[src/rtl/push_debounce_sync.sv]
// push_debounce_sync: two-flop synchroniser plus per-channel counter debounce with press/release pulses.
module push_debounce_sync #(
    parameter int DEBOUNCE_CYCLES = 100000,
    parameter int CNT_W = 17
) (
    input  logic       pclk,
    input  logic       preset,
    input  logic [3:0] btn_in,
    output logic [3:0] push_level,
    output logic [3:0] press_pulse,
    output logic [3:0] release_pulse
);
    // Encoding: bit1 = settled level, bit0 = checking for a change away from it
    typedef enum logic [1:0] {S_LOW = 2'b00, S_CHK_H = 2'b01, S_HIGH = 2'b10, S_CHK_L = 2'b11} state_t;
    localparam logic [CNT_W-1:0] LAST = CNT_W'(DEBOUNCE_CYCLES - 1);
    logic [3:0] s1, s2;
    always_ff @(posedge pclk) begin
        if (preset) begin
            s1 <= '0;
            s2 <= '0;
        end else begin
            s1 <= btn_in;
            s2 <= s1;
        end
    end
    for (genvar g = 0; g < 4; g++) begin : ch
        state_t state, state_nxt;
        logic [CNT_W-1:0] cnt, cnt_nxt;
        logic lvl, prs, rel, lvl_nxt, prs_nxt, rel_nxt, want, hit, chk, acc;
        always_ff @(posedge pclk) begin
            if (preset) begin
                state <= S_LOW;
                cnt   <= '0;
                lvl   <= 1'b0;
                prs   <= 1'b0;
                rel   <= 1'b0;
            end else begin
                state <= state_nxt;
                cnt   <= cnt_nxt;
                lvl   <= lvl_nxt;
                prs   <= prs_nxt;
                rel   <= rel_nxt;
            end
        end
        always_comb begin
            want = ~state[1];
            hit  = s2[g] == want;
            chk  = state[0];
            acc  = chk && hit && cnt == LAST;
            state_nxt = !hit ? state_t'({state[1], 1'b0}) : acc ? state_t'({~state[1], 1'b0}) : state_t'({state[1], 1'b1});
            cnt_nxt = (!hit || acc) ? '0 : chk ? cnt + 1'b1 : CNT_W'(1);
        end
        always_comb begin
            lvl_nxt = acc ? ~lvl : lvl;
            prs_nxt = acc & want;
            rel_nxt = acc & ~want;
        end
        assign push_level[g]    = lvl;
        assign press_pulse[g]   = prs;
        assign release_pulse[g] = rel;
    end
endmodule

[config.mk]
export PLATFORM = sky130hd
export DESIGN_NAME = push_debounce_sync
export DESIGN_NICKNAME = d
export VERILOG_FILES = /design/src/rtl/push_debounce_sync.sv
export SDC_FILE = /design/constraint.sdc
export NUM_CORES = 1
export LEC_CHECK = 0
export ABC_AREA = 1
export CORE_ASPECT_RATIO = 0.9
export CORE_MARGIN = 2
export CORE_UTILIZATION = 50
export CTS_CLUSTER_DIAMETER = 100
export DETAILED_ROUTE_END_ITERATION = 10
export PLACE_DENSITY = 0.71
export SKIP_LAST_GASP = 1
export SLEW_MARGIN = 20
export SYNTH_ARGS = -nofsm -noshare
export SYNTH_HDL_FRONTEND = slang
export SYNTH_SLANG_ARGS = --single-unit
[constraint.sdc]
create_clock -name pclk -period 1.5 [get_ports pclk]
set_clock_uncertainty 0.2 [all_clocks]
set_input_delay 0.3 -clock pclk [delete_from_list [all_inputs] [get_ports pclk]]
set_output_delay 0.3 -clock pclk [all_outputs]
set_load 0.01 [all_outputs]
# Yosys cells after proc, flatten, opt, wreduce, memory -nomap -nowiden
# Cells that the tools add are included.
# totals
elab_cells	106
rom_bits	0
n_memories	0
latch_bits	0
ram_bits	0
input_bits	6
reg_bits	96
# classes
add_sub_neg	4
multipliers	0
eq_ne	8
n_bitwise	24
reduce_logical	32
magnitude_cmp	0
shifts	0
n_div	0
n_mux	8
# ops
cell	n
$add 17x1->17 const B	4
$eq 17x17->1 const B	4
$not 1->1	16
$reduce_or 2->1	8
$reduce_or 3->1	4
$and 1x1->1	8
$logic_and 1x1->1	8
$mux 1	8
$reduce_and 2->1	4
$eq 1x1->1	4
$logic_not 1->1	4
$logic_or 1x1->1	4

# Depth between registers and ports, before layout
# logic_depth
word_depth	6
ltp_mapped	9
depth_no_buf	9

# Worst setup path after synthesis
# Ideal clock, no wire load.
# synth_path
path_type	reg2reg
from	register ch[2].cnt[0]
to	register ch[2].cnt[10]
stages_incl_launch_ff	10
n_path_buf	1
t_required_ns	1.184
setup_ns	0.116
synth_period_minus_slack_ns	1.666
t_arrival_ns	1.350
slack_ns	-0.166
path_cell_list	dfxtp_1 > ha_1 > nand2_1 > nor2_2 > nand2_1 > nor2_2 > nand2_2 > nand3_4 > buf_6 > nor2_1
# synth_via
elab_chain_cells	4
# synth_rtl
element	line_no	text
from (decl)	28	logic [CNT_W-1:0] cnt, cnt_nxt;
from (signal assigned)	39	cnt <= cnt_nxt;
branches (longest 4 deep; another with $add 17x1->17)	n/a	
# Parallel ways; which one is timed is not known.
# A chain may end at the register's enable or synchronous reset.

# Final worst setup path
# layout_path
from	register ch[3].cnt[0]
to	register ch[3].lvl
# layout_via
elab_chain_cells	2
# layout_rtl
element	line_no	text
from (decl)	28	
from (signal assigned)	39	
$eq 17x17->1	49	acc = chk && hit && cnt == LAST;
$logic_and 1x1->1	49	
to (signal assigned)	40	lvl <= lvl_nxt;
to (decl)	29	logic lvl, prs, rel, lvl_nxt, prs_nxt, rel_nxt, want, hit, chk, acc;
# No other way between the ends.

==> flow_summary.json <==
{
  "setup_viol": 51,
  "fmax_mhz": 632,
  "cts_htree_levels": 3,
  "layout_common_cells": "129 x nand2_1, 129 x nor2_1, 87 x inv_1",
  "ios": 18,
  "die_w_um": 107,
  "vias_per_cell": 4.78,
  "synth_cells": 679,
  "yosys-mux-area-fraction_pct": 0,
  "clk_latency_ns": 0.37,
  "startpoint_type": "flop",
  "synth_area_leaders": "dfxtp_1 40%, nor2_1 14%, nand2_1 11%",
  "clockPowerShare_pct": 39.8,
  "synth_top_area_cell": "dfxtp_1",
  "regToRegStartpoint": "ch[3].cnt[0]",
  "overflow": 0,
  "synth-xor-area-share_pct": 8.07,
  "synth_seq_cells": 96,
  "ir_drop_mv": 0.908,
  "dpl.hpwl_um": 7240,
  "nets": 795,
  "p_comb_share_pct": 2.3,
  "synth_compound_area_share_pct": 0.421,
  "portBuffers": 17,
  "crit_start": "ch[3].cnt[0]",
  "slew_viol_final": 0,
  "crit_required_ns": 1.61,
  "path_max_fanout": 3,
  "synth.distinct_cells": 30,
  "cp.arrival_ns": 1.69,
  "worst-setup-path-type": "reg2reg",
  "worst_slew_pin_slew_ns": 0.467,
  "r2r_slack_ns": -0.08,
  "drive_gt1_share_pct": 31.8,
  "dr.pass1.iters": 4,
  "min_period_ns": 1.58,
  "cts_buffers": 9,
  "cts_tree": "built",
  "crit_path_end_kind": "flop",
  "syn_to_final_growth_pct": 33.7,
  "ys_seq_area_share_pct": 40.4,
  "grt_use_total_pct": 21.6,
  "hold-worst-slack_ns": 0.212,
  "cap_violations": 0,
  "synth_top_family_by_area": "simple AND/OR/NAND/NOR gates",
  "antenna_found_initial": 0,
  "max_slew_margin_pct": 68.7,
  "p_sw_uw": 964,
  "antenna_cells": 0,
  "synth_area_per_cell_um2": 7.01,
  "hp-class": "reg2reg",
  "rsz0062_at_grt": "true",
  "cts_sinks": 96,
  "finalCritPeriodShare_pct": 105,
  "syn_nets": 689,
  "p_per_area_mw_per_mm2": 697,
  "wl_per_cell_um": 12.1,
  "clockBufferDepth": 2,
  "die-area_mm2": 0.0103,
  "wirelength_um": 11000,
  "clk_pin_slew_ns": 0.09,
  "postRouteAntennaNets": 0,
  "dieHeight_um": 96.5,
  "power.internal_uw": 3470,
  "ys_warn_count": 0,
  "core.rowCount": 33,
  "synth_top_area_share_pct": 40.4,
  "syn_area_mm2": 0.00476,
  "sequentialPowerShare_pct": 57.9,
  "globalplace.congestion": 0.898,
  "synth_adder_area_share_pct": 1.05,
  "pre_cts_ws_ns": -0.261,
  "drtIter0Drc": 117,
  "yosys.area_share.simple_pct": 39.4,
  "start_util_pct": 51.9,
  "core_mm2": 0.00917,
  "grt_pass1_wl_um": 17900,
  "p_leak_uw": 0.00241,
  "vias": 4355,
  "status": "finished, violations left",
  "drc": 0,
  "min_from": "s1[0]",
  "postLayoutSetupSlackWorst_ns": -0.0825,
  "violations": "setup timing",
  "grt_pass1_vias": 4141,
  "p_sw_share_pct": 21.7,
  "grt_max_degree": 17,
  "finalHoldViolations": 0,
  "clockRootBuffer": "clkbuf_8",
  "n_fill_cell": 753
}
-- Yosys cell counts --
master,n
nor3b_1,1
nand3_2,2
dfxtp_1,96
nand3_4,2
o21ai_0,2
nand2_2,5
nand3_1,41
buf_6,3
nor2_2,4
buf_1,1
xnor2_1,17
a21oi_1,2
nor2_4,13
nand2_4,1
buf_12,1
nor3_1,12
inv_2,3
buf_2,2
nor2_1,178
inv_1,90
xnor2_2,1
xor2_1,25
nand4_1,16
nand3b_1,2
nand2_1,140
or2_2,1
nand3b_2,1
and2_1,1
ha_1,4
buf_4,12
-- through the flow --
| stage | instance area [µm²] | TNS (ns) | util, % | power (µW) | instances |
|---|---|---|---|---|---|
| after floorplan | 4850 | -0.858 | - | 2670 | 679 |
| after global placement | 5650 | -14.04 | 61.7 | 2710 | 882 |
| after detailed placement | 5650 | -16.60 | 61.7 | 2710 | 882 |
| after CTS | 6030 | -1.51 | 65.7 | 4480 | 906 |
| after global routing | 6360 | -7.24 | 69.4 | 4620 | 912 |
| final | 6360 | -1.77 | 69.4 | 4430 | 912 |
-- state kept, by name, summed over array words and instances (netlist names) --
signal and flops:
ch.cnt 68, ch.state 8, ch.lvl 4, ch.prs 4, ch.rel 4, s1 4
s2 4
-- final cells by class --
cell class	count	area [µm²]	area share, %
Multi-Input combinational cell	474	2790	43.8
Sequential cell	96	1950	30.7
Timing Repair Buffer	111	910	14.3
Inverter	93	349	5.49
Tap cell	122	153	2.40
Clock inverter	5	53.8	0.846
Clock buffer	11	153	2.40
-- cells by family (layout without fill, tap and decap cells) --
logic type | Yosys count | count (layout)
buf+inv | 112 | 220
compound gates | 4 | 4
simple gates | 420 | 423
flops | 96 | 96
xor+xnor | 43 | 43
fa+ha+maj | 4 | 4
-- worst paths after layout --
kind / to / depth (start not counted)
hold / removal: s2[0] / 2
setup / recovery: ch[3].lvl / 10
setup reg to reg: ch[3].lvl / 10
hold reg to reg: s2[0] / 2
-- critical path, cell delays in order (launching register included) --
cell	delay, ns
dfxtp_2	0.37
ha_4	0.16
nand2_4	0.05
nor2_4	0.13
nand2_2	0.07
nor2_4	0.12
nand2_4	0.09
buf_6	0.14
nand2_2	0.04
nand2_1	0.04
nor2_1	0.11
-- power by group through the flow --
| stage | registers (µW) | logic (µW) | clock network [µW] |
|---|---|---|---|
| 2_1_floorplan | 2630 | 42.9 | 0 |
| 3_3_place_gp | 2630 | 80.7 | 0 |
| 3_5_place_dp | 2630 | 83.8 | 0 |
| 4_1_cts | 2570 | 90.8 | 1820 |
| 5_1_grt | 2570 | 111 | 1930 |
| 6_report | 2570 | 101 | 1760 |
-- layer usage --
metal	routed length [µm]	GRT usage (%)	vias to the layer above
met4	167	6.49	0
li1	-	-	2269
met2	5530	38.2	60
met1	4940	26.3	2011
met5	0	0	-
met3	391	5.37	15
-- timing repair --
item / 4_1_cts / 5_1_grt
buffers inserted: 5 / 6
setup endpoints to repair: 82 / 94
hold buffers: 0 / 0
cloned: 3 / 1
pin swaps: 9 / 22
gates resized for setup: 38 / 107
Power figures use the tool's default switching activity.
